## config.mk

```make
export PLATFORM = sky130hd
export DESIGN_NAME = nvdla_cacc_qctrl
export DESIGN_NICKNAME = d
export VERILOG_FILES = /design/src/rtl/nvdla_cacc_pkg.sv /design/src/rtl/nvdla_sat_cnt.sv /design/src/rtl/nvdla_cacc_qctrl.sv
export SDC_FILE = /design/constraint.sdc
export NUM_CORES = 1
export LEC_CHECK = 0
export BUFFER_PORTS_ARGS = -buffer_cell sky130_fd_sc_hd__buf_2
export CORE_MARGIN = 4
export CORE_UTILIZATION = 59
export DETAILED_ROUTE_END_ITERATION = 8
export PLACE_DENSITY = 0.84
export SLEW_MARGIN = 40
export SYNTH_ARGS = -nofsm -noshare
export SYNTH_HDL_FRONTEND = slang
export SYNTH_HIERARCHICAL = 1
export SYNTH_SLANG_ARGS = --single-unit
```

## constraint.sdc

```tcl
create_clock -name nvdla_core_clk -period 4.7 [get_ports nvdla_core_clk]
set_clock_uncertainty 0.15 [all_clocks]
set_input_delay 0 -clock nvdla_core_clk [delete_from_list [all_inputs] [get_ports nvdla_core_clk]]
set_output_delay 0 -clock nvdla_core_clk [all_outputs]
set_load 0.02 [all_outputs]
```

## src/rtl/nvdla_cacc_pkg.sv

```systemverilog
// Shared definitions for the cacc Q-channel power controller.
// Contents:
//   q_state_t   - Q-channel controller state encodings (Q_RUN .. Q_CONT)
//   IDLE_CNT_W  - width of the idle-cycle counter
//   qreqn_of()  - qreqn level associated with each state
package nvdla_cacc_pkg;

    localparam int IDLE_CNT_W = 8;

    typedef enum logic [2:0] {
        Q_RUN     = 3'd0,
        Q_REQ     = 3'd1,
        Q_STOPPED = 3'd2,
        Q_EXIT    = 3'd3,
        Q_DENIED  = 3'd4,
        Q_CONT    = 3'd5
    } q_state_t;

    // qreqn is high only where cacc is (or is returning to) running.
    // Unknown encodings map to 1 so a corrupted state never holds a stop request.
    function automatic logic qreqn_of(input q_state_t s);
        logic r;
        case (s)
            Q_RUN:     r = 1'b1;
            Q_EXIT:    r = 1'b1;
            Q_CONT:    r = 1'b1;
            Q_REQ:     r = 1'b0;
            Q_STOPPED: r = 1'b0;
            Q_DENIED:  r = 1'b0;
            default:   r = 1'b1;
        endcase
        return r;
    endfunction

endpackage

```

## src/rtl/nvdla_sat_cnt.sv

```systemverilog
// Parameterised saturating up-counter.
// Ports:
//   clk, rst_n - clock and asynchronous active-low reset (count -> 0)
//   clr        - synchronous clear, has priority over inc
//   inc        - increment by one, holds at all-ones
//   cnt        - registered count value
module nvdla_sat_cnt #(
    parameter int W = 8
) (
    input  logic         clk,
    input  logic         rst_n,
    input  logic         clr,
    input  logic         inc,
    output logic [W-1:0] cnt
);
    import nvdla_cacc_pkg::*;

    logic [W-1:0] cnt_r;

    // Count register: clear wins over increment, increment stops at all-ones.
    always_ff @(posedge clk or negedge rst_n) begin
        if (!rst_n) begin
            cnt_r <= {W{1'b0}};
        end else if (clr) begin
            cnt_r <= {W{1'b0}};
        end else if (inc && (cnt_r != {W{1'b1}})) begin
            cnt_r <= cnt_r + W'(1);
        end else begin
            cnt_r <= cnt_r;
        end
    end

    assign cnt = cnt_r;

endmodule

```

## src/rtl/nvdla_cacc_qctrl.sv

```systemverilog
// Q-channel auto power-down controller for cacc.
// Watches upstream/downstream activity; after idle_thresh quiet cycles it asks
// cacc to stop (qreqn low), tracks accept/deny and brings cacc back on activity.
// Ports:
//   nvdla_core_clk, nvdla_core_rstn - clock, async active-low reset
//   qctrl_en       - auto power-down permitted
//   idle_thresh    - idle cycles before a stop request (0 = never request)
//   act_csb, act_mac_a, act_mac_b, act_sdp, sw_wake - activity indications
//   qreqn (out)    - Q-channel request, active-low, registered
//   qacceptn, qdeny - Q-channel response from cacc
//   qstate (out)   - current state encoding
//   cacc_stopped (out) - high only in Q_STOPPED
//   stop_cnt (out) - completed stop handshakes, saturating
module nvdla_cacc_qctrl #(
    parameter int STOP_CNT_W = 16
) (
    input  logic                  nvdla_core_clk,
    input  logic                  nvdla_core_rstn,
    input  logic                  qctrl_en,
    input  logic [7:0]            idle_thresh,
    input  logic                  act_csb,
    input  logic                  act_mac_a,
    input  logic                  act_mac_b,
    input  logic                  act_sdp,
    input  logic                  sw_wake,
    output logic                  qreqn,
    input  logic                  qacceptn,
    input  logic                  qdeny,
    output logic [2:0]            qstate,
    output logic                  cacc_stopped,
    output logic [STOP_CNT_W-1:0] stop_cnt
);
    import nvdla_cacc_pkg::*;

    q_state_t              state_r;
    q_state_t              state_nxt_s;
    logic                  wake_pend_r;
    logic                  wake_pend_nxt_s;
    logic                  qreqn_r;
    logic                  stopped_r;
    logic                  act_s;
    logic                  run_go_s;
    logic                  idle_clr_s;
    logic                  idle_inc_s;
    logic                  stop_inc_s;
    logic [IDLE_CNT_W-1:0] idle_cnt_s;

    assign act_s = act_csb | act_mac_a | act_mac_b | act_sdp | sw_wake;

    // The idle counter is compared as-is, so a threshold change takes effect
    // on the very next comparison without disturbing the count.
    assign run_go_s = qctrl_en && (idle_thresh != 8'd0) &&
                      (idle_cnt_s >= idle_thresh) && !act_s && qacceptn;

    // Next-state, wake-pending and counter control decode.
    always_comb begin
        state_nxt_s     = state_r;
        wake_pend_nxt_s = wake_pend_r;
        idle_clr_s      = 1'b0;
        idle_inc_s      = 1'b0;
        stop_inc_s      = 1'b0;
        case (state_r)
            Q_RUN: begin
                if (act_s) begin
                    idle_clr_s = 1'b1;
                end else begin
                    idle_inc_s = 1'b1;
                end
                if (run_go_s) begin
                    state_nxt_s = Q_REQ;
                end else begin
                    state_nxt_s = Q_RUN;
                end
            end
            Q_REQ: begin
                // qreqn is never withdrawn mid-handshake; remember the wake instead.
                if (act_s) begin
                    wake_pend_nxt_s = 1'b1;
                end else begin
                    wake_pend_nxt_s = wake_pend_r;
                end
                // Accept wins over a simultaneous deny.
                if (!qacceptn) begin
                    state_nxt_s = Q_STOPPED;
                    stop_inc_s  = 1'b1;
                end else if (qdeny) begin
                    state_nxt_s = Q_DENIED;
                end else begin
                    state_nxt_s = Q_REQ;
                end
            end
            Q_STOPPED: begin
                if (act_s || wake_pend_r || !qctrl_en) begin
                    state_nxt_s     = Q_EXIT;
                    wake_pend_nxt_s = 1'b0;
                end else begin
                    state_nxt_s = Q_STOPPED;
                end
            end
            Q_EXIT: begin
                if (qacceptn) begin
                    state_nxt_s = Q_RUN;
                    idle_clr_s  = 1'b1;
                end else begin
                    state_nxt_s = Q_EXIT;
                end
            end
            Q_DENIED: begin
                state_nxt_s = Q_CONT;
            end
            Q_CONT: begin
                if (!qdeny) begin
                    state_nxt_s     = Q_RUN;
                    idle_clr_s      = 1'b1;
                    wake_pend_nxt_s = 1'b0;
                end else begin
                    state_nxt_s = Q_CONT;
                end
            end
            default: begin
                // Illegal encoding: raise qreqn and wait for cacc to report running.
                state_nxt_s     = Q_EXIT;
                wake_pend_nxt_s = 1'b0;
            end
        endcase
    end

    // State and registered Q-channel outputs. Reset leaves the block in
    // Q_STOPPED with a pending wake, matching cacc leaving reset stopped.
    always_ff @(posedge nvdla_core_clk or negedge nvdla_core_rstn) begin
        if (!nvdla_core_rstn) begin
            state_r     <= Q_STOPPED;
            wake_pend_r <= 1'b1;
            qreqn_r     <= 1'b0;
            stopped_r   <= 1'b1;
        end else begin
            state_r     <= state_nxt_s;
            wake_pend_r <= wake_pend_nxt_s;
            qreqn_r     <= qreqn_of(state_nxt_s);
            stopped_r   <= (state_nxt_s == Q_STOPPED);
        end
    end

    nvdla_sat_cnt #(
        .W (IDLE_CNT_W)
    ) u_idle_cnt (
        .clk   (nvdla_core_clk),
        .rst_n (nvdla_core_rstn),
        .clr   (idle_clr_s),
        .inc   (idle_inc_s),
        .cnt   (idle_cnt_s)
    );

    nvdla_sat_cnt #(
        .W (STOP_CNT_W)
    ) u_stop_cnt (
        .clk   (nvdla_core_clk),
        .rst_n (nvdla_core_rstn),
        .clr   (1'b0),
        .inc   (stop_inc_s),
        .cnt   (stop_cnt)
    );

    assign qreqn        = qreqn_r;
    assign qstate       = state_r;
    assign cacc_stopped = stopped_r;

endmodule

```

# == Word level (Yosys, flattened, before mapping) ==
# Index checks and enable logic that the tools add are counted.
# totals
regBits,30
output_inout_bits,21
wordCells,65
# op_classes
add_sub_neg,2
n_lt_le_gt_ge,1
n_eq_ne,13
n_mux,22
n_bitwise,5
n_reduce_logical,16
# ops
operator,count
3-bit one-hot mux with 6 select lines,1
16-bit by 1-bit adder with 16-bit output (second input constant),1
8-bit 2-to-1 mux,2
16-bit != test (second input constant),1
1-bit 2-to-1 mux,13
3-bit by 2-bit equality test with 1-bit output (second input constant),3
3-bit equality test (second input constant),3
3-bit 2-to-1 mux,3
8-bit by 1-bit adder with 8-bit output (second input constant),1
8-bit >= comparator,1
8-bit != test (second input constant),1
8-bit nonzero test,1
3-bit by 1-bit equality test with 1-bit output (second input constant),2
1-bit logical AND,6
2-bit != test (second input constant),3
3-bit OR reduction,2
1-bit bitwise OR,4
1-bit one-hot mux with 4 select lines,1
4-bit AND reduction,1
3-bit logical NOT,1
1-bit one-hot mux with 3 select lines,1
1-bit logical NOT,2
1-bit logical OR,2
2-bit 2-to-1 mux,1
2 further kinds,2

# == Logic depth before layout (Yosys ltp) ==
# Gate-level depths: netlist of the first run.
# logic_depth
ltp_word,12
mapped_depth,7
mapped_depth_nobuf,7

# == Hierarchy ==
# Netlist of the first run, hierarchy kept.
# by_module_without_submodules
mod,instances,cells_each,area_per_inst_um2,seq_area_each_um2
nvdla_sat_cnt (u_stop_cnt),1,98,942.2,400.4
nvdla_cacc_qctrl,1,73,598.1,153.9
nvdla_sat_cnt (u_idle_cnt),1,49,464.2,200.2

# == Least setup slack after synthesis of the first run ==
# No wires, ideal clock.
# synth_path
path_type,register to register
startpoint,reg state_r[0] (netlist: qstate[0])
endpoint,reg u_stop_cnt.cnt_r[3] (netlist: u_stop_cnt/cnt[3])
setup_ps,77
t_arrival_ps,2165
path_slack_ps,2308
stages_incl_launch_ff,7
path_buffers,1
period_less_slack_ps,2392
path_cell_list,dfrtp_1 inv_1 nor4_1 inv_1 clkbuf_1 or4_2 a21oi_1
# synth_between
elab_chain_cells,3
# synth_lines
item,line,text
"start, declared",nvdla_cacc_qctrl.sv:35,q_state_t state_r;
"start signal, assigned",nvdla_cacc_qctrl.sv:137,state_r <= state_nxt_s;
3-bit by 1-bit equality test with 1-bit output,nvdla_cacc_qctrl.sv:62,case (state_r)
1-bit 2-to-1 mux,nvdla_cacc_qctrl.sv:62,
net stop_inc_s,nvdla_cacc_qctrl.sv:45,logic stop_inc_s;
1-bit logical AND,nvdla_sat_cnt.sv:26,end else if (inc && (cnt_r != {W{1'b1}})) begin
"end signal, assigned",nvdla_sat_cnt.sv:25,cnt_r <= {W{1'b0}};
"end signal, assigned",nvdla_sat_cnt.sv:27,cnt_r <= cnt_r + W'(1);
"end signal, assigned",nvdla_sat_cnt.sv:29,cnt_r <= cnt_r;
"end, declared",nvdla_sat_cnt.sv:18,logic [W-1:0] cnt_r;
# The timed path passes the listed nets, and every way through them passes these cells.
# A chain may end at the register's enable or synchronous reset.

# == Worst setup path in the final report of the first run ==
# Ends and elaborated chain as after synthesis.

==> results by group, run 1 <==
Setup path
  • CP arrival: 2.86 ns
  • CP Capture Type: flop
  • Critical-path top delay cell: or4_2
  • WP buf/inv: 2
  • Setup crit start kind: flop
  • CP required: about 4.8 ns
  • Worst r2r src: qstate[0]$_DFF_PN0_
  • Worst Setup SP: qstate[0]$_DFF_PN0_
  • Critical Path Most Common Cell: inv_1
  • Crit Path Category: flop to flop
  • Crit-path max FO: 22
  • Largest stage delay, worst path: 0.74 ns
  • Crit path cell chain: inv_1, nor4_1, inv_1, or4_2, a21oi_1
  • Top Family by Delay on Critical Path: simple AND/OR/NAND/NOR gates

STA
  • Min Tclk post-route: 2.75 ns
  • Slew @ Worst Pin: 0.732 ns
  • Hold WS: about 0.044 ns
  • Setup_tns: 0 ns
  • Worst slew margin: 0.509
  • Final setup violation count: 0
  • Max-slew violations: 0
  • Final Hold Fails: 0
  • Fmax: between 300 and 400 MHz
  • RSZ-0062 raised after global routing: false
  • Fin crit share: 0.585

Drt
  • WL per Instance: about 14 µm
  • Routed length on met2: ~2.1 mm
  • Detail-routed via count per cell: 5.94
  • Top layer reached by signal wires: met4
  • Met3 WL: 202 µm
  • DR iter-0 viols: 156
  • Post-DRT Antenna Nets: 0
  • DRT met1 WL: 2.13 mm
  • WL final: ~4.5 mm
  • Drt drc: 0
  • Vias: approximately 1800
  • First-pass DRT Iterations: 5

Floorplanning
  • I/O Pins: 39
  • FP Rows: 20
  • Die height: 66.3 µm
  • Initial core utilization: 0.636
  • Core ar.: 0.00315 mm²
  • Die area: 0.00439 mm²
  • Width of the die: 66.3 µm

Cells and area
  • Fraction of layout cells with a size suffix above 1: 0.249
  • Area Growth Syn to Fin: 16.2%
  • ANT cells: 0
  • Final net count: 292

Logic synthesis
  • Post-synthesis async set-or-reset flop share: 1.00
  • Ys flop type: dfrtp_1
  • Synth Register Bits: 30
  • Post-synth EDFFs: 0
  • Yosys warnings: 6
  • Mapped Cells: 220
  • Library cells used by synthesis: 47
  • Synthesized area per cell: 9.11 µm²
  • Area of the mapped netlist: 0.00200 mm²
  • Register area share after synthesis: 0.376

CTS
  • Htree depth: 2
  • CTS buffer count: 5
  • Clk buf depth: 2
  • CTS tree: yes
  • Clock insertion delay at the later pin of the skew report: 0.33 ns
  • Reg clk slew, reported paths: around 0.09 ns
  • Clock sink count: 30
  • Root Driver: clkbuf_4
  • Postcts setup bufs: 0

Outcome
  • Status: finished clean

Power
  • Sw power: 0.000286 W
  • Max VDD drop: about 0.3 mV
  • Combinational share of power: 0.334
  • Clock power frac: 0.211
  • Switch share: 0.378
  • Internal: 0.000471 W
  • Sequential power share: 0.455
  • Leakage power: 1.08 nW
  • Power per cell area: 325 mW/mm²

Global routing
  • Largest net degree at the start of global routing: 31
  • Initial antenna violation count: 0
  • Overall routing resource usage: 0.222
  • Global-route wire length before repair: 7.53 mm
  • Total grt overflow: 0
  • Vias in the first global route: 1659

Placement
  • PortBufs: 38
  • Routability cong.: approximately 0.87
  • Detail Placement HPWL: 3.12 mm

Run
  • Max-cap violations: 0

Worst hold path
  • HP Class: input pin to flop
  • Hold path startpoint: qctrl_en
state kept, by name, summed over array words and instances (netlist names):
register        cells
qreqn               1
qstate              3
u_idle_cnt/cnt      8
wake_pend_r         1
u_stop_cnt/cnt     16
cacc_stopped        1
final timing paths:
| check | depth (start not counted) | slack, ns | end |
|---|---|---|---|
| setup / recovery | 5 | 1.95 | u_stop_cnt/cnt[3]$_DFFE_PN0P_ |
| hold / removal | 5 | 0.04 | qreqn$_DFF_PN0_ |
| setup reg to reg | 5 | 1.95 | u_stop_cnt/cnt[3]$_DFFE_PN0P_ |
| hold reg to reg | 2 | 0.35 | wake_pend_r$_DFFE_PN1P_ |
| max in group asynchronous | 2 | 3.89 | qstate[0]$_DFF_PN0_ |
| min in group asynchronous | 2 | 0.08 | u_stop_cnt/cnt[9]$_DFFE_PN0P_ |
placed cells by master, fill, tap and decap left out, types with 5 or more instances in the layout:
cell type,Yosys,final
nor2_1,8,8
nor3_1,7,7
inv_1,16,16
nand4_1,8,8
o31ai_1,8,8
ha_1,10,10
nand2b_1,6,6
nor4_1,8,8
buf_2,2,38
a21oi_1,19,19
dlygate4sd3_1,0,6
clkbuf_4,0,5
or4_1,5,5
dfrtp_1,27,27
nor2b_1,9,9
nand3_1,5,5
o21ai_0,9,8
nand2_1,14,14
repair_timing:
item,4_1_cts,5_1_grt
endpoints found under the setup margin,0,0
resized for setup,0,0
hold buffers,6,0
endpoints found under the hold margin,35,0
power groups by stage:
stage          clock network, W  registers (W)  logic [W]
2_1_floorplan                 0       0.000352   0.000165
6_report               0.000160       0.000344   0.000253
3_3_place_gp                  0       0.000345   0.000223
5_1_grt                0.000178       0.000351   0.000284
3_5_place_dp                  0       0.000348   0.000225
4_1_cts                0.000164       0.000344   0.000247
cells by family after synthesis:
family,count (synthesis),synth area share
muxes,7,0.0387
and+or+nand+nor,97,0.309
AOI/OAI and AO/OA,50,0.156
adders and majority gates,10,0.0624
buffers and inverters,25,0.0556
DFF,30,0.376
other,1,0.00187
Yosys cell counts, drive strengths merged, types with 5 or more instances:
| master | number | area share |
|---|---|---|
| mux2 | 6 | 0.034 |
| dfrtp | 27 | 0.34 |
| clkbuf | 5 | 0.0094 |
| nand4 | 9 | 0.031 |
| a21oi | 19 | 0.047 |
| nand2 | 14 | 0.026 |
| nor2 | 8 | 0.015 |
| o21ai | 12 | 0.030 |
| or4 | 8 | 0.033 |
| nand2b | 6 | 0.019 |
| inv | 16 | 0.030 |
| ha | 10 | 0.062 |
| nor2b | 9 | 0.028 |
| nor3 | 7 | 0.017 |
| nand3 | 6 | 0.017 |
| o31ai | 8 | 0.030 |
| nor4 | 10 | 0.046 |
metrics by stage:
| stage | std cells | util | area, µm² | power [W] | worst slack [ns] |
|---|---|---|---|---|---|
| final | 309 | 0.739 | 2330 | 0.000757 | 1.95 |
| after global routing | 309 | 0.739 | 2330 | 0.000814 | 1.80 |
| after CTS | 308 | 0.737 | 2320 | 0.000755 | 1.99 |
| after detailed placement | 294 | 0.698 | 2200 | 0.000574 | 2.01 |
| after global placement | 294 | 0.698 | 2200 | 0.000568 | 2.15 |
| after floorplan | 221 | - | 2010 | 0.000517 | 2.31 |
layout make-up:
cell class              count  area, µm²
clock buffers               7       55.1
fillers                   252        823
inverters                  16       60.1
multi-input cells         166       1140
clock inverters             1       5.00
well taps                  44       55.1
flip-flops and latches     30        754
repair buffers             45        258
worst register-to-register path: cells and delay by family (launching register included):
family,cells,cell delay [ns]
flops,1,0.53
compound gates,1,0.15
simple gates,2,1.24
buf+inv,2,0.62
per-layer routing:
metal / vias to the layer above / track usage
met2: 43 / 0.330
met3: 9 / 0.0561
li1: 915 / -
met1: 868 / 0.305
met5: - / 0
met4: 0 / 0.0914
(Power assumes the default switching activity.)
==> inputs of run 2 (changes only) <==
--- a/config.mk
+++ b/config.mk
@@ -7,9 +7,9 @@
 export LEC_CHECK = 0
 export BUFFER_PORTS_ARGS = -buffer_cell sky130_fd_sc_hd__buf_2
 export CORE_MARGIN = 4
-export CORE_UTILIZATION = 59
+export CORE_UTILIZATION = 50
 export DETAILED_ROUTE_END_ITERATION = 8
-export PLACE_DENSITY = 0.84
+export PLACE_DENSITY = 0.76
 export SLEW_MARGIN = 40
 export SYNTH_ARGS = -nofsm -noshare
 export SYNTH_HDL_FRONTEND = slang
==> constraint.sdc (replaced) <==
create_clock -name nvdla_core_clk -period 2.4 [get_ports nvdla_core_clk]
set_clock_uncertainty 0.15 [all_clocks]
set_input_delay 0 -clock nvdla_core_clk [delete_from_list [all_inputs] [get_ports nvdla_core_clk]]
set_output_delay 0 -clock nvdla_core_clk [all_outputs]
set_load 0.02 [all_outputs]
==> run 2 against run 1 <==
Compared with the run above:
- die area is 16% higher
- critical path depth is 2 higher
- final cell count rose by 3.2%
- setup slack worse by 1.7 ns
- first-iteration DRC count shrank 26%
- core utilization decreased by 9.6 points
- largest cell class unchanged
- sequential share of layout area decreased by 1.3 points
- count of clock-buffer cells in the layout unchanged
- power grew 120%
- wire length rose by 0.16%
- combinational power grew 120%
- via count fell by 0.54%
- critical path type unchanged
==> results by group, run 2 (synthesis results as in run 1) <==
CTS
  • Root Driver: clkbuf_8
  • CTS buffer count: 5 (unchanged)
  • Reg clk slew, reported paths: 0.06 ns (-0.03 ns)
  • Clock sink count: 30 (unchanged)
  • Clock insertion delay at the later pin of the skew report: 0.27 ns (-0.06 ns)
  • CTS tree: yes
  • Htree depth: 2 (unchanged)
  • Clk buf depth: 2 (unchanged)

STA
  • Final Hold Fails: 0 (unchanged)
  • Hold WS: 0.122 ns (+0.0772 ns)
  • Final setup violation count: 0 (unchanged)
  • Setup_tns: 0 ns (unchanged)
  • Worst slew margin: 0.562 (+0.0531)
  • RSZ-0062 raised after global routing: false
  • Slew @ Worst Pin: 0.657 ns (-0.0747 ns)
  • Max-slew violations: 0 (unchanged)
  • Min Tclk post-route: 2.15 ns (-0.598 ns)
  • Fmax: 465 MHz (+28%)
  • Fin crit share: 0.896 (+0.311)

Setup path
  • Critical Path Most Common Cell: a2111oi_0
  • Worst r2r src: u_idle_cnt/cnt[0]$_DFFE_PN0P_
  • Reg2reg path depth: 7 (+2)
  • CP arrival: 2.16 ns (-0.70 ns)
  • CP Capture Type: flop
  • Crit path cell chain: inv_1, ha_1, nand2b_1, a2111oi_0, a2111oi_0, o211a_1, or2_2
  • Worst R2R End: qstate[0]$_DFF_PN0_
  • Largest stage delay, worst path: 0.43 ns (-0.31 ns)
  • Crit-path max FO: 6 (-73%)
  • CP required: 2.41 ns (-2.40 ns)
  • Crit Path Category: flop to flop
  • Flop2flop setup slack: 0.25 ns (-1.70 ns)
  • Setup crit start kind: flop
  • Critical-path top delay cell: dfrtp_1

Drt
  • Drt drc: 0 (unchanged)
  • WL per Instance: 14.0 µm (-3.0%)
  • Detail-routed via count per cell: 5.72 (-3.7%)
  • Post-DRT Antenna Nets: 0 (unchanged)
  • DR iter-0 viols: 115 (-26%)
  • First-pass DRT Iterations: 6 (+1)
  • Vias: 1825 (-0.54%)
  • WL final: 4.48 mm (+0.16%)

Floorplanning
  • Width of the die: 71.3 µm (+7.6%)
  • Die height: 71.3 µm (+7.6%)
  • Core ar.: 0.00377 mm² (+20%)
  • Die area: 0.00509 mm² (+16%)
  • Initial core utilization: 0.532 (-0.104)
  • FP Rows: 22 (+10%)
  • I/O Pins: 39 (unchanged)

Power
  • Power per cell area: 698 mW/mm² (+110%)
  • Max VDD drop: 0.814 mV (+170%)
  • Leakage power: 1.12 nW (+4.5%)

Cells and area
  • Most frequent cells in the layout: buf_2 (38), dfrtp_1 (27), a21oi_1 (19), inv_1 (16), nand2_1 (14)
  • Fraction of layout cells with a size suffix above 1: 0.266 (+0.0166)
  • Largest register FFs: 16 (unchanged)
  • Area Growth Syn to Fin: 20.9%
  • Leading cell type in the layout, fill and taps excluded: buf_2
  • Final net count: 298 (+2.1%)
  • ANT cells: 0 (unchanged)

Global routing
  • Total grt overflow: 0 (unchanged)
  • Overall routing resource usage: 0.184 (-0.0376)
  • Largest net degree at the start of global routing: 31 (unchanged)
  • Global-route wire length before repair: 7.63 mm (+1.4%)
  • Vias in the first global route: 1747 (+5.3%)
  • Initial antenna violation count: 0 (unchanged)

Placement
  • Routability cong.: 0.802 (-7.3%)
  • PortBufs: 38 (unchanged)
  • Detail Placement HPWL: 3.21 mm (+2.9%)

Outcome
  • Status: finished clean

Worst hold path
  • HP Class: input pin to flop
  • Hold endpoint: qreqn$_DFF_PN0_
  • Hold depth: 5 (unchanged)
  • Hold path startpoint: idle_thresh[4]

Run
  • Max-cap violations: 0 (unchanged)
run 2: cell types whose count changed in the layout (fill, tap and decap cells not counted):
cell	before	now
buf_4	1	8
clkbuf_4	5	0
clkbuf_8	1	5
bufinv_16	0	1
clkbuf_1	1	2
clkinv_2	1	0
dlygate4sd3_1	6	5
o21ai_0	8	9
o21ai_1	4	3
run 2: critical path: cells and delay by family, from the launching register on:
kind	cells	cell delay (ns)
compound gates	3	0.75
fa+ha+maj	1	0.26
buf+inv	1	0.06
flops	1	0.43
simple gates	2	0.40
run 2: per-layer routing:
metal / share of wire / GRT usage / routed length, µm
met5: 0 / 0 / 0
met4: 0.0060 / 0.0522 / 27
met3: 0.047 / 0.0477 / 212
met2: 0.47 / 0.296 / 2110
met1: 0.47 / 0.245 / 2120
run 2: how the worst max path moves through the flow:
stage,start,to,slack [ns],cells past startpoint
global placement,act_csb,u_idle_cnt/cnt[7]$_DFFE_PN0P_,0.26,7
detailed placement,act_csb,u_idle_cnt/cnt[7]$_DFFE_PN0P_,0.21,7
global route,qacceptn,u_stop_cnt/cnt[3]$_DFFE_PN0P_,0.12,7
CTS,u_idle_cnt/cnt[0]$_DFFE_PN0P_,qstate[0]$_DFF_PN0_,0.24,7
finish,u_idle_cnt/cnt[0]$_DFFE_PN0P_,qstate[0]$_DFF_PN0_,0.25,7
floorplan,qstate[0]$_DFF_PN0_,u_stop_cnt/cnt[3]$_DFFE_PN0P_,0.008,6
run 2: timing repair:
item                                   CTS  global route
setup endpoints to repair                0             0
buffers inserted                         0             0
endpoints found under the hold margin   32             0
hold buffers                             5             0
resized for setup                        0             0
run 2: per-stage QoR:
step / worst slack, ns / instances / cell area, µm² / utilization / power [W]
finish: 0.249 / 319 / 2420 / 0.643 / 0.00169
CTS: 0.239 / 319 / 2420 / 0.643 / 0.00171
global route: 0.123 / 319 / 2420 / 0.643 / 0.00181
floorplan: 0.00753 / 221 / 2010 / - / 0.00101
detailed placement: 0.214 / 306 / 2270 / 0.601 / 0.00119
global placement: 0.261 / 306 / 2270 / 0.601 / 0.00118
run 2: report_power, final:
group	total, W	internal (W)	switching (W)
Sequential	0.000638	0.000581	0.0000574
Clock	0.000493	0.000310	0.000182
Combinational	0.000561	0.000228	0.000333
run 2: layout make-up:
| type | count | area (µm²) |
|---|---|---|
| flip-flops and latches | 30 | 754 |
| inverters | 16 | 60.1 |
| multi-input cells | 166 | 1140 |
| clock buffers | 7 | 76.3 |
| well taps | 48 | 60.1 |
| repair buffers | 51 | 300 |
| fillers | 323 | 1350 |
| clock inverters | 1 | 30.0 |
==> inputs of run 3 (changes only) <==
--- a/config.mk
+++ b/config.mk
@@ -6,10 +6,11 @@
 export NUM_CORES = 1
 export LEC_CHECK = 0
 export BUFFER_PORTS_ARGS = -buffer_cell sky130_fd_sc_hd__buf_2
+export CAP_MARGIN = 20
 export CORE_MARGIN = 4
-export CORE_UTILIZATION = 50
+export CORE_UTILIZATION = 55
 export DETAILED_ROUTE_END_ITERATION = 8
-export PLACE_DENSITY = 0.76
+export PLACE_DENSITY = 0.8
 export SLEW_MARGIN = 40
 export SYNTH_ARGS = -nofsm -noshare
 export SYNTH_HDL_FRONTEND = slang
==> constraint.sdc (replaced) <==
create_clock -name nvdla_core_clk -period 2.06 [get_ports nvdla_core_clk]
set_clock_uncertainty 0.15 [all_clocks]
set_input_delay 0 -clock nvdla_core_clk [delete_from_list [all_inputs] [get_ports nvdla_core_clk]]
set_output_delay 0 -clock nvdla_core_clk [all_outputs]
set_load 0.02 [all_outputs]
==> run 3 against run 2 <==
Compared with the run above:
- die area decreased by 8.1%
- setup slack lost 0.16 ns
- clock power decreased by 22%
- critical path depth grew 1
- register-to-register slack worse by 0.16 ns
- largest power group unchanged
==> results by group, run 3 (synthesis results as in run 1) <==
Power
  • Power per cell area: 738 mW/mm² (+5.7%)
  • Sequential power share: 0.402 (+0.025)
  • Max VDD drop: 0.773 mV (-5.0%)
  • Internal: 0.00117 W (+4.7%)
  • Sw power: 0.000714 W (+25%)
  • Combinational share of power: 0.393 (+0.061)
  • Clock power frac: 0.205 (-0.086)
  • Design Power: 0.00189 W (+11%)
  • Leakage power: 1.19 nW (+5.6%)
  • Switch share: 0.378 (+0.0400)

Floorplanning
  • Die area: 0.00467 mm² (-8.1%)
  • Core ar.: 0.00342 mm² (-9.4%)
  • Width of the die: 68.4 µm (-4.1%)
  • FP Rows: 21 (-4.5%)
  • Die height: 68.4 µm (-4.1%)
  • I/O Pins: 39 (unchanged)
  • Initial core utilization: 0.587 (+0.0553)

Global routing
  • Total grt overflow: 0 (unchanged)
  • Initial antenna violation count: 0 (unchanged)
  • Largest net degree at the start of global routing: 31 (unchanged)
  • Global-route wire length before repair: 7.98 mm (+4.5%)
  • Vias in the first global route: 1834 (+5.0%)
  • Overall routing resource usage: 0.226 (+0.0421)

Drt
  • Drt drc: 0 (unchanged)
  • Post-DRT Antenna Nets: 0 (unchanged)
  • Vias: 1969 (+7.9%)
  • DR iter-0 viols: 224 (+95%)
  • WL final: 4.83 mm (+8.0%)
  • Detail-routed via count per cell: 5.95 (+4.0%)
  • WL per Instance: 14.6 µm (+4.0%)
  • First-pass DRT Iterations: 4 (-2)

CTS
  • Htree depth: 2 (unchanged)
  • Clk buf depth: 2 (unchanged)
  • Reg clk slew, reported paths: 0.09 ns (+0.03 ns)
  • CTS buffer count: 5 (unchanged)
  • Clock insertion delay at the later pin of the skew report: 0.35 ns (+0.08 ns)
  • CTS tree: yes
  • Clock sink count: 30 (unchanged)
  • Root Driver: clkbuf_4

Cells and area
  • Area Growth Syn to Fin: 27.5%
  • Final net count: 312 (+4.7%)
  • ANT cells: 0 (unchanged)
  • Fraction of layout cells with a size suffix above 1: 0.340 (+0.0747)
  • Largest register FFs: 16 (unchanged)
  • Fin util: 0.748 (+0.105)
  • Final std cells w/o fill: 331 (+3.8%)
  • Leading cell type in the layout, fill and taps excluded: buf_2
  • Fill cell count: 274 (-15%)
  • Most frequent cells in the layout: buf_2 (38), dfrtp_1 (24), buf_4 (21), a21oi_1 (19), inv_1 (16)

Placement
  • Dpl ws: -0.0480 ns (-0.262 ns)
  • Routability cong.: 0.834 (+3.9%)
  • Detail Placement HPWL: 3.45 mm (+7.4%)
  • PortBufs: 38 (unchanged)
  • Placed Instances: 315 (+2.9%)

STA
  • Worst slew margin: 0.555 (-0.00629)
  • RSZ-0062 raised after global routing: true
  • Final Hold Fails: 0 (unchanged)
  • Fmax: slightly above 500 MHz
  • Slew @ Worst Pin: 0.667 ns (+0.00944 ns)
  • Min Tclk post-route: between 1.5 and 2 ns
  • Max-slew violations: 0 (unchanged)
  • Final setup violation count: 0 (unchanged)
  • Setup slack after layout: 0.0876 ns (-0.161 ns)
  • Hold WS: 0.00712 ns (-0.114 ns)
  • Fin crit share: 0.957

Setup path
  • CP arrival: 2.03 ns (-0.13 ns)
  • Critical-path top delay cell: dlygate4sd3_1
  • Setup crit start kind: input pin
  • Crit-path max FO: 5 (-1)
  • Crit Path Category: input pin to flop
  • Crit path cell chain: dlygate4sd3_1, buf_2, or2_4, nor4_4, nand3_1, buf_4, nor4_1, a211oi_1
  • CP Capture Type: flop
  • Largest stage delay, worst path: 0.54 ns (+0.11 ns)
  • CP required: 2.12 ns (-0.29 ns)

Run
  • Max-cap violations: 0 (unchanged)

Worst hold path
  • HP Class: input pin to flop

Outcome
  • Status: finished clean
## run 3: worst paths after layout
path	from	to	slack, ns	depth (start not counted)
worst max register to register	qstate[2]$_DFF_PN0_	u_stop_cnt/cnt[12]$_DFFE_PN0P_	0.09	5
worst min register to register	wake_pend_r$_DFFE_PN1P_	wake_pend_r$_DFFE_PN1P_	0.35	2
max in group asynchronous	nvdla_core_rstn	qstate[2]$_DFF_PN0_	1.21	2
worst max-delay path	act_mac_a	u_idle_cnt/cnt[7]$_DFFE_PN0P_	0.09	8
worst min-delay path	sw_wake	qstate[0]$_DFF_PN0_	0.007	5
min in group asynchronous	nvdla_core_rstn	u_stop_cnt/cnt[11]$_DFFE_PN0P_	0.06	2
## run 3: power groups by stage
stage | Clock [W] | Sequential [W] | Combinational (W)
after global routing | 0.000421 | 0.000770 | 0.000822
final | 0.000386 | 0.000758 | 0.000741
after global placement | 0 | 0.000767 | 0.000654
after CTS | 0.000395 | 0.000757 | 0.000699
after floorplan | 0 | 0.000807 | 0.000410
after detailed placement | 0 | 0.000767 | 0.000665
## run 3: final cells by class
cell class,count,area [µm²],share of cell area
clock buffer,6,51.3,0.0201
tap,46,57.6,0.0225
clock inverter,2,12.5,0.00490
sequential,30,758,0.297
multi-input combinational,166,1210,0.473
inverter,16,60.1,0.0235
timing repair buffer,65,408,0.160
## run 3: layer usage
metal / track usage / vias to the layer above / wire [µm]
met1: 0.291 / 956 / 2120
met5: 0 / - / 0
li1: - / 950 / -
met4: 0.0769 / 0 / 72
met2: 0.368 / 56 / 2390
met3: 0.0558 / 7 / 252
## run 3: repair_timing
item	in CTS	in global routing
setup endpoints to repair	1	16
cloned	0	0
hold endpoints to repair	35	0
hold buffers	6	0
setup buffers	0	2
pin swaps	0	4
gates resized for setup	2	10
## run 3: per-stage QoR
stage               TNS (ns)  cell area (µm²)
floorplan            -0.0112             2040
global placement           0             2370
detailed placement   -0.0871             2370
CTS                        0             2500
global route         -0.0823             2550
finish                     0             2550
## run 3: critical path, delay by kind of cell
kind | cells | cell delay [ns]
buffers and inverters | 3 | 0.84
AOI/OAI and AO/OA | 1 | 0.09
and+or+nand+nor | 4 | 1.10
